<file path="src/rtl/aes_pkg.sv">
// Shared AES-128 constants, FSM state type and GF(2^8) helpers used by the key
// schedule and the round datapath.
package aes_pkg;

  localparam int         NUM_ROUNDS_DEF = 10;
  localparam int         STATE_W        = 128;
  localparam logic [7:0] RCON_INIT      = 8'h01;
  localparam logic [7:0] GF_POLY        = 8'h1B;
  localparam logic [7:0] SBOX_AFFINE    = 8'h63;

  typedef enum logic [1:0] {
    ST_IDLE = 2'd0,
    ST_EMIT = 2'd1,
    ST_FIN  = 2'd2
  } ks_state_t;

  function automatic logic [7:0] xtime(input logic [7:0] a);
    logic [7:0] r;
    r = {a[6:0], 1'b0};
    if (a[7]) begin
      r = r ^ GF_POLY;
    end else begin
      r = r;
    end
    return r;
  endfunction

  function automatic logic [7:0] gf_mul(input logic [7:0] a, input logic [7:0] b);
    logic [7:0] p;
    logic [7:0] x;
    p = 8'h00;
    x = a;
    for (int i = 0; i < 8; i++) begin
      if (b[i]) begin
        p = p ^ x;
      end else begin
        p = p;
      end
      x = xtime(x);
    end
    return p;
  endfunction

endpackage

</file>
<file path="src/rtl/aes_sbox.sv">
// Combinational AES S-box: multiplicative inverse in GF(2^8) followed by the
// affine transform. Shared by the key schedule and the SubBytes stage.
module aes_sbox
  import aes_pkg::*;
(
  input  logic [7:0] i_byte,
  output logic [7:0] o_byte
);

  logic [7:0] w_x2, w_x4, w_x8, w_x16, w_x32, w_x64, w_x128;
  logic [7:0] w_p1, w_p2, w_p3, w_p4, w_p5, w_inv;

  // Inverse as x^254 = x^2 * x^4 * ... * x^128; zero maps to zero.
  assign w_x2   = gf_mul(i_byte, i_byte);
  assign w_x4   = gf_mul(w_x2, w_x2);
  assign w_x8   = gf_mul(w_x4, w_x4);
  assign w_x16  = gf_mul(w_x8, w_x8);
  assign w_x32  = gf_mul(w_x16, w_x16);
  assign w_x64  = gf_mul(w_x32, w_x32);
  assign w_x128 = gf_mul(w_x64, w_x64);

  assign w_p1  = gf_mul(w_x2, w_x4);
  assign w_p2  = gf_mul(w_p1, w_x8);
  assign w_p3  = gf_mul(w_p2, w_x16);
  assign w_p4  = gf_mul(w_p3, w_x32);
  assign w_p5  = gf_mul(w_p4, w_x64);
  assign w_inv = gf_mul(w_p5, w_x128);

  assign o_byte = w_inv
                ^ {w_inv[6:0], w_inv[7]}
                ^ {w_inv[5:0], w_inv[7:6]}
                ^ {w_inv[4:0], w_inv[7:5]}
                ^ {w_inv[3:0], w_inv[7:4]}
                ^ SBOX_AFFINE;

endmodule

</file>
<file path="src/rtl/key_expansion.sv">
// AES-128 key schedule streaming round keys 0..NUM_ROUNDS over a valid/ready
// handshake. Define KEY_EXPANSION_STORE_EN to keep a readable copy of the schedule.
module key_expansion
  import aes_pkg::*;
#(
  parameter int NUM_ROUNDS = NUM_ROUNDS_DEF
) (
  input  logic         clk,
  input  logic         rst,
  input  logic         start,
  input  logic [127:0] key_in,
  output logic         busy,
  output logic         rk_valid,
  input  logic         rk_ready,
  output logic [3:0]   rk_idx,
  output logic [127:0] rk_out,
  output logic         done,
  input  logic [3:0]   rd_idx,
  output logic [127:0] rd_key
);

  generate
    if (NUM_ROUNDS != NUM_ROUNDS_DEF) begin : g_bad_rounds
      $error("key_expansion: NUM_ROUNDS must be 10 (AES-128)");
    end
  endgenerate

  localparam logic [3:0] LAST_IDX = 4'(NUM_ROUNDS);

  ks_state_t            r_state;
  ks_state_t            w_state_nxt;
  logic [STATE_W-1:0]   r_rk_out;
  logic [3:0]           r_rk_idx;
  logic [7:0]           r_rcon;
  logic                 w_accept;
  logic                 w_hs;
  logic [31:0]          w_w0, w_w1, w_w2, w_w3;
  logic [31:0]          w_rot, w_sub, w_t;
  logic [31:0]          w_n0, w_n1, w_n2, w_n3;
  logic [STATE_W-1:0]   w_next_key;

  assign w_accept = (r_state == ST_IDLE) && start;
  assign w_hs     = (r_state == ST_EMIT) && rk_ready;

  // Next-key datapath: one schedule step computed from the key on display.
  assign w_w0  = r_rk_out[127:96];
  assign w_w1  = r_rk_out[95:64];
  assign w_w2  = r_rk_out[63:32];
  assign w_w3  = r_rk_out[31:0];
  assign w_rot = {w_w3[23:0], w_w3[31:24]};

  for (genvar g = 0; g < 4; g++) begin : g_sbox
    aes_sbox u_sbox (
      .i_byte (w_rot[8*g +: 8]),
      .o_byte (w_sub[8*g +: 8])
    );
  end

  assign w_t        = w_sub ^ {r_rcon, 24'h000000};
  assign w_n0       = w_w0 ^ w_t;
  assign w_n1       = w_w1 ^ w_n0;
  assign w_n2       = w_w2 ^ w_n1;
  assign w_n3       = w_w3 ^ w_n2;
  assign w_next_key = {w_n0, w_n1, w_n2, w_n3};

  // State register.
  always_ff @(posedge clk or posedge rst) begin
    if (rst) begin
      r_state <= ST_IDLE;
    end else begin
      r_state <= w_state_nxt;
    end
  end

  // Next-state logic.
  always_comb begin
    w_state_nxt = r_state;
    case (r_state)
      ST_IDLE: begin
        if (start) begin
          w_state_nxt = ST_EMIT;
        end else begin
          w_state_nxt = ST_IDLE;
        end
      end
      ST_EMIT: begin
        if (rk_ready && (r_rk_idx == LAST_IDX)) begin
          w_state_nxt = ST_FIN;
        end else begin
          w_state_nxt = ST_EMIT;
        end
      end
      ST_FIN:  w_state_nxt = ST_IDLE;
      default: w_state_nxt = ST_IDLE;
    endcase
  end

  // Round key, index and rcon registers; they hold while the consumer stalls.
  always_ff @(posedge clk or posedge rst) begin
    if (rst) begin
      r_rk_out <= 128'h0;
      r_rk_idx <= 4'h0;
      r_rcon   <= RCON_INIT;
    end else if (w_accept) begin
      r_rk_out <= key_in;
      r_rk_idx <= 4'h0;
      r_rcon   <= RCON_INIT;
    end else if (w_hs && (r_rk_idx != LAST_IDX)) begin
      r_rk_out <= w_next_key;
      r_rk_idx <= r_rk_idx + 4'h1;
      r_rcon   <= xtime(r_rcon);
    end
  end

  assign rk_valid = (r_state == ST_EMIT);
  assign busy     = (r_state == ST_EMIT) || (r_state == ST_FIN);
  assign done     = (r_state == ST_FIN);
  assign rk_idx   = r_rk_idx;
  assign rk_out   = r_rk_out;

`ifdef KEY_EXPANSION_STORE_EN
  logic [STATE_W-1:0] r_store [0:NUM_ROUNDS];

  // Schedule copy: cleared on reset and on a new expansion, filled per handshake.
  always_ff @(posedge clk or posedge rst) begin
    if (rst) begin
      for (int i = 0; i <= NUM_ROUNDS; i++) begin
        r_store[i] <= 128'h0;
      end
    end else if (w_accept) begin
      for (int i = 0; i <= NUM_ROUNDS; i++) begin
        r_store[i] <= 128'h0;
      end
    end else if (w_hs) begin
      r_store[r_rk_idx] <= r_rk_out;
    end
  end

  // Read port; indices past the last round read as zero.
  always_comb begin
    rd_key = 128'h0;
    if (rd_idx <= LAST_IDX) begin
      rd_key = r_store[rd_idx];
    end else begin
      rd_key = 128'h0;
    end
  end
`else
  logic w_unused_rd;
  assign w_unused_rd = ^rd_idx;
  assign rd_key      = 128'h0;
`endif

endmodule

</file>
<file path="config.mk">
export PLATFORM = sky130hd
export DESIGN_NAME = key_expansion
export DESIGN_NICKNAME = d
export VERILOG_FILES = /design/src/rtl/aes_pkg.sv /design/src/rtl/aes_sbox.sv /design/src/rtl/key_expansion.sv
export SDC_FILE = /design/constraint.sdc
export NUM_CORES = 2
export LEC_CHECK = 0
export ABC_CLOCK_PERIOD_IN_PS = 23200
export CORE_MARGIN = 10
export CORE_UTILIZATION = 41
export DETAILED_ROUTE_END_ITERATION = 10
export SLEW_MARGIN = 20
export SYNTH_ARGS = -nofsm -noshare
export SYNTH_HDL_FRONTEND = slang
export SYNTH_SLANG_ARGS = --single-unit
</file>
<file path="constraint.sdc">
create_clock -name clk -period 23.2 [get_ports clk]
set_input_delay 4.64 -clock clk [delete_from_list [all_inputs] [get_ports clk]]
set_output_delay 4.64 -clock clk [all_outputs]
set_load 0.02 [all_outputs]
</file>
**Word-level counts from Yosys, hierarchy flattened**

Cells that the tools add are included.

- Bits in read-only memories: 0
- Bits in latches: 0
- Memories: 0
- Word-level logic and storage cells: 1504
- Flip-flop bits (word level): 142
- RAM bits: 0
- Input port bits: 136

- Multipliers: 0
- Reduce and logical (&&, ||, !) cells: 7
- Mux-type cells: 762
- Eq/ne operators: 4
- Bitwise gates (word level): 726
- Add/subtract/negate cells: 1
- Order comparisons: 0
- Divide/modulo/power cells: 0
- Shift operators: 0

Operators by type and width:

| operator | number |
|---|---|
| $mux 8 | 418 |
| $xor 8x8->8 | 380 |
| $mux 5 | 337 |
| $not 4->4 | 341 |
| $mux 128 | 2 |
| $xor 32x32->32 | 5 |
| $mux 4 | 2 |
| $add 4x1->4 const B | 1 |
| $eq 4x4->1 const B | 1 |
| $logic_and 1x1->1 | 4 |
| $ne 4x4->1 const B | 1 |
| $pmux 2 s2 | 1 |
| $eq 2x1->1 const B | 1 |
| $eq 2x2->1 const B | 1 |
| $logic_not 2->1 | 1 |
| $mux 2 | 1 |
| $reduce_bool 2->1 | 1 |
| $logic_or 1x1->1 | 1 |
| $mux 1 | 1 |

**Logic depth before layout (Yosys ltp)**

- Depth in word-level cells: 139
- Mapped depth: 65

**By module**

A second synthesis with hierarchy kept.

- Cell total of the unflattened synthesis: 8764
- Area total of the unflattened synthesis: 70303.7 sq um

By module, submodules not included:

| module | seq. area each (sq um) | instances | cells each | area an instance (sq um) |
|---|---|---|---|---|
| aes_sbox | 0.0 | 4 | 1942 | 15220.8 |
| key_expansion | 3554.7 | 1 | 996 | 9420.3 |

**Worst setup path after synthesis**

OpenSTA, ideal clock, no wires.

- Kind: reg-to-reg
- Start: reg r_rk_out[23] (netlist: rk_out[23])
- End: reg r_rk_out[25] (netlist: rk_out[25])
- Data arrival time: 15010 ps
- Data required time: 23067 ps
- Stages on the path, launching flop included: 63
- Period minus slack after synthesis: 15143 ps
- Slack: 8057 ps
- Cell sequence: dfrtp_1 ha_1 nand2_1 xnor2_2 inv_2 clkbuf_1 buf_1 ha_1 buf_2 xnor2_1 xnor2_1 xnor2_1 o21ai_0 o2bb2ai_1 xnor3_1 clkinv_1 buf_2 ha_1 [... 27 more ...] xnor3_1 nor2_1 xnor2_1 xnor3_1 xnor2_2 xor2_4 xnor3_1 nand2_1 xnor2_1 xnor2_1 xnor3_1 xnor3_1 xor2_2 xnor2_1 xnor3_1 nor2_1 xnor2_1 a21oi_1

- Longest elaborated chain between the ends: 133
- Elaborated cells on any way between the ends: 374

RTL lines:

| what | RTL line | RTL |
|---|---|---|
| from (decl) | key_expansion.sv:32 | `logic [STATE_W-1:0] r_rk_out;` |
| from (signal assigned) | key_expansion.sv:105 | `r_rk_out <= key_in;` |
| from (signal assigned) | key_expansion.sv:109 | `r_rk_out <= w_next_key;` |
| $mux 5 / $mux 8 (equally long branches) | aes_pkg.sv:20, aes_pkg.sv:34 |  |
| $xor 8x8->8 | aes_pkg.sv:35 | `p = p ^ x;` |
| $mux 8 | aes_pkg.sv:34 | `if (b[i]) begin` |
| $xor 8x8->8 | aes_pkg.sv:35 |  |
| $mux 8 | aes_pkg.sv:34 |  |
| $xor 8x8->8 | aes_pkg.sv:35 |  |
| $mux 8 | aes_pkg.sv:34 |  |
| $xor 8x8->8 | aes_pkg.sv:35 |  |
| [... 117 more ...] | n/a |  |
| $not 4->4 (no source line) (*) | n/a |  |
| $xor 32x32->32 (*) | key_expansion.sv:59 | `assign w_t = w_sub ^ {r_rcon, 24'h000000};` |
| $xor 32x32->32 (*) | key_expansion.sv:60 | `assign w_n0 = w_w0 ^ w_t;` |
| $xor 32x32->32 (*) | key_expansion.sv:61 | `assign w_n1 = w_w1 ^ w_n0;` |
| $xor 32x32->32 (*) | key_expansion.sv:62 | `assign w_n2 = w_w2 ^ w_n1;` |
| $xor 32x32->32 (*) | key_expansion.sv:63 | `assign w_n3 = w_w3 ^ w_n2;` |
| $mux 128 (*) | key_expansion.sv:108 | `end else if (w_hs && (r_rk_idx != LAST_IDX)) begin` |
| $mux 128 (*) | key_expansion.sv:104 | `end else if (w_accept) begin` |

Every way passes the cells marked *; elsewhere a longest branch is shown, timed or not. The select of a mux whose other input is x is not followed.
A chain may end at the register's enable or synchronous reset.

**Final worst setup path**

- Start: reg r_rk_out[23] (netlist: rk_out[23])
- End: reg r_rk_out[26] (netlist: rk_out[26])

- Longest elaborated chain between the ends: 132
- Elaborated cells on any way between the ends: 373

RTL lines:

| what | RTL line | RTL |
|---|---|---|
| $mux 5 / $mux 8 (equally long branches) | aes_pkg.sv:20, aes_pkg.sv:34 |  |
| $xor 8x8->8 | aes_pkg.sv:35 |  |
| $mux 8 | aes_pkg.sv:34 |  |
| $xor 8x8->8 | aes_pkg.sv:35 |  |
| $mux 8 | aes_pkg.sv:34 |  |
| $xor 8x8->8 | aes_pkg.sv:35 |  |
| $mux 8 | aes_pkg.sv:34 |  |
| $xor 8x8->8 | aes_pkg.sv:35 |  |
| [... 116 more ...] | n/a |  |
| $xor 8x8->8 (*) | aes_sbox.sv:33 | `^ {w_inv[3:0], w_inv[7:4]}` |
| $xor 32x32->32 (*) | key_expansion.sv:59 |  |
| $xor 32x32->32 (*) | key_expansion.sv:60 |  |
| $xor 32x32->32 (*) | key_expansion.sv:61 |  |
| $xor 32x32->32 (*) | key_expansion.sv:62 |  |
| $xor 32x32->32 (*) | key_expansion.sv:63 |  |
| $mux 128 (*) | key_expansion.sv:108 |  |
| $mux 128 (*) | key_expansion.sv:104 |  |

Marks and branches as above.

==> results.txt <==
The number of clock buffers added by TritonCTS is 17. The most numerous cell type found on the critical path is sky130_fd_sc_hd__xnor2_1. For the final routed database, the setup TNS stands at 0 ns.

The mean instance size in the synthesized netlist is 7.78 um2. The type of the setup path with the least slack is register to register. The flow ran to the end, and the final reports show no timing, DRC or antenna violations. The buffer type at the clock tree root is sky130_fd_sc_hd__clkbuf_16. The number of setup violations in the final report is 0. The mux cell area share after synthesis came out at 3.42%. The final instance area is around 69000 um2. The final routed DRC violation total is 0. The shortest period the worst path allows is 19.93 ns. The xor and xnor fraction of the mapped netlist area is 50.3%. The initial antenna violation count was 3. The cell total after placement is 10200. The final cell count without fillers came out at 10300. The depth of the worst register-to-register path came out at 55. The count of different cell masters after synthesis is 130.

The number of violations reported at the end of detailed-routing iteration 0 came out at roughly 5200. The largest driver fanout on the critical path came out at 28. The number of setup buffers added after CTS is 0. The area of placed instances is 68400 um2.

The maximum number of pins on one net before global-route repair is 178. Of the available clock period, the critical path in the final layout requires 85.9%. The share of post-route cells with drive strength above 1 is a little over 8%. The share of async-settable or async-resettable flops after synthesis came out at 100%. The nature of the critical path endpoint is a register. The per-cell via count in the routed design came out at 5.61. The data required time of the worst path is 23.55 ns.

For this run, the leading register cell type out of synthesis is sky130_fd_sc_hd__dfrtp_1. The first-pass iteration count of the detailed router came out at 8. The clock net in this run drives a total of 142 sinks. In this run the remaining antenna-violating nets after routing total 0. The H-tree depth came out at 4. The number of maximum-capacitance violations is 0. The leftover overflow at the end of global routing is 0. In this run the tool buffered the top-level ports with 266 buffer cells.

The cell area after technology mapping is 64000 um2. The clock skew after layout is around 0.037 ns. The final hold violation count is 0. The initial standard-cell utilization of the core came out at roughly 41%. The number of top-level design ports came out at 399. The signal arrival time at the worst endpoint is 20.28 ns. The post-CTS clock slew at the launch and capture registers of the worst setup and hold paths is 0.08 ns. At the end of the flow the core is filled with cells to 44.7%.

The maximum frequency from static timing analysis came out at 50.2 MHz. The post-synthesis instance total is 8224. The share of the synthesized area in compound gates (AO/OA/AOI/OAI) is 16.0%. The sequential area share after synthesis came out at under 10%. The final wirelength came out at 202 mm. The die height came out at 415 um. The placeable core region came out at between 150000 and 200000 um2. The count of flip-flops with a built-in enable after synthesis came out at 0.

The count of pins over their slew limit is 0. The cell depth of the worst hold path came out at 2. The post-synthesis simple-gate area fraction came out at 18.3%. The worst relative slew slack came out at between 20 and 25%. Routability-driven placement finished with a final weighted congestion of 0.889. The detailed router placed 57600 vias in this run. The first global-routing pass estimated 317 mm of wire. The cell with the largest stage delay on the worst path is sky130_fd_sc_hd__xnor2_1. TritonCTS built the clock tree. The die is 415 um wide.

The routed wirelength normalized by instance count is 19.7 um. The die area came out at ~170000 um2. The antenna diode count came out at 0. The count of warnings emitted by yosys came out at 0. The class of the tightest hold or removal check is register to register. The number of hold buffers added after cts is 0.

The slew of the pin with the lowest slew margin is 1.15 ns. Counting along the longest clock path gives a buffer depth of 2. The final HPWL from detailed placement is roughly 150 mm.

The synthesized design contains ~140 register bits. The number of gates resized after cts is 0. The number of global-route vias before repair is 54000. Setup repair after global routing left no endpoint under its margin. The final layout net count is 8360. The startpoint class of the critical path is a register. The global-route usage over all layers is 22.2%. The share of synthesized cell area in full adder, half adder and majority cells came out at 0.516%. The floorplan row count came out at 144. The area added between synthesis and finish is 7.87%.

On the worst path, the slowest cell contributes a delay of between 0.8 and 0.9 ns. After synthesis, the largest family of logic cells by area is XOR/XNOR gates. The clock latency of the later-clocked register in the worst-skew pair came out at 0.53 ns.
==> cell usage after synthesis (all sizes together), types with 18 or more instances <==
master | instances | area [um2]
xnor2 | 1750 | 16900
nor2 | 1130 | 4270
nand2 | 898 | 3380
o21ai | 508 | 2550
xor2 | 505 | 4840
a21oi | 473 | 2390
xnor3 | 398 | 9000
buf | 336 | 2120
clkbuf | 335 | 1260
nor3 | 185 | 936
mux2i | 168 | 1690
nand3 | 159 | 801
dfrtp | 141 | 3530
o22ai | 92 | 582
inv | 83 | 312
a211oi | 66 | 516
a31oi | 66 | 428
and2 | 63 | 394
xor3 | 63 | 1510
nor2b | 56 | 355
o211ai | 48 | 365
and3 | 47 | 294
nand2b | 46 | 288
a22oi | 43 | 360
o221ai | 34 | 298
or3 | 34 | 218
a21o | 32 | 240
mux2 | 29 | 327
a221oi | 25 | 250
ha | 24 | 300
or2 | 24 | 150
o31ai | 23 | 191
a21boi | 20 | 150
a221o | 18 | 180
nor3b | 18 | 135
o32ai | 18 | 158
==> stage by stage <==
step / worst slack, ns / hold slack, ns
after detailed placement: 3.34 / 0.529
final: 3.27 / 0.524
after CTS: 3.28 / 0.533
after global routing: 1.93 / 0.549
after floorplan: 8.06 / 0.485
after global placement: 3.58 / 0.499
==> cell usage in the layout (no fill, tap or decap), types with 140 or more instances in the layout <==
| master | Yosys | routed |
|---|---|---|
| sky130_fd_sc_hd__xnor3_1 | 368 | 368 |
| sky130_fd_sc_hd__dfrtp_1 | 141 | 141 |
| sky130_fd_sc_hd__nand2_1 | 896 | 896 |
| sky130_fd_sc_hd__nor2_1 | 1121 | 1119 |
| sky130_fd_sc_hd__nor3_1 | 183 | 183 |
| sky130_fd_sc_hd__xor2_1 | 462 | 452 |
| sky130_fd_sc_hd__xnor2_2 | 103 | 140 |
| sky130_fd_sc_hd__clkdlybuf4s50_1 | 0 | 266 |
| sky130_fd_sc_hd__xnor2_1 | 1606 | 1569 |
| sky130_fd_sc_hd__o21ai_0 | 390 | 390 |
| sky130_fd_sc_hd__nand3_1 | 158 | 157 |
| sky130_fd_sc_hd__buf_4 | 168 | 236 |
| sky130_fd_sc_hd__mux2i_1 | 167 | 167 |
| sky130_fd_sc_hd__a21oi_1 | 468 | 468 |
==> state kept, by name (all words and copies together), names as in the netlist <==
register,count
r_rcon,8
rk_idx,4
rk_out,128
r_state,2
==> worst max-delay path, delay by kind of cell, from the launching register on <==
kind | cells | cell delay [ns]
xor+xnor | 19 | 7.44
compound gates | 18 | 5.38
flops | 1 | 0.79
buf+inv | 3 | 1.30
simple gates | 9 | 2.40
fa+ha+maj | 3 | 1.63
mux | 3 | 0.77
==> logic make-up (layout without fill, tap and decap cells) <==
kind of cell / Yosys count / in the layout
fa+ha+maj: 27 / 27
mux: 205 / 205
xor+xnor: 2716 / 2716
buf+inv: 767 / 629
flops: 142 / 142
compound gates: 1643 / 1643
simple gates: 2723 / 2723
other cells: 1 / 128
==> area by class of cell <==
cell class	instances	area (um2)
Clock inverter	14	121
Multi-Input combinational cell	7442	57600
Fill cell	15500	85500
Inverter	94	360
Timing Repair Buffer	503	4450
Tap cell	2044	2560
Sequential cell	142	3550
Clock buffer	18	439
==> routing by layer <==
metal	track usage [%]	up-vias	wire, um
met4	5.66	0	4750
met2	36.8	1848	95400
met1	30.4	27900	90200
met3	2.85	213	12100
met5	0	-	0
li1	-	27600	-
==> path summary, 6_finish.rpt <==
| check | startpoint | endpoint | slack (ns) |
|---|---|---|---|
| min in group asynchronous | rst | rk_idx[0] | 4.79 |
| hold reg to reg | r_rcon[0] | r_rcon[0] | 0.52 |
| setup / recovery | rk_out[23] | rk_out[26] | 3.27 |
| hold / removal | r_rcon[0] | r_rcon[0] | 0.52 |
| setup reg to reg | rk_out[23] | rk_out[26] | 3.27 |
| max in group asynchronous | rst | rk_out[40] | 17.10 |
Power is left out: the tool's default activity adds up to more than one toggle a clock period on the data nets, which glitch-free logic cannot reach.
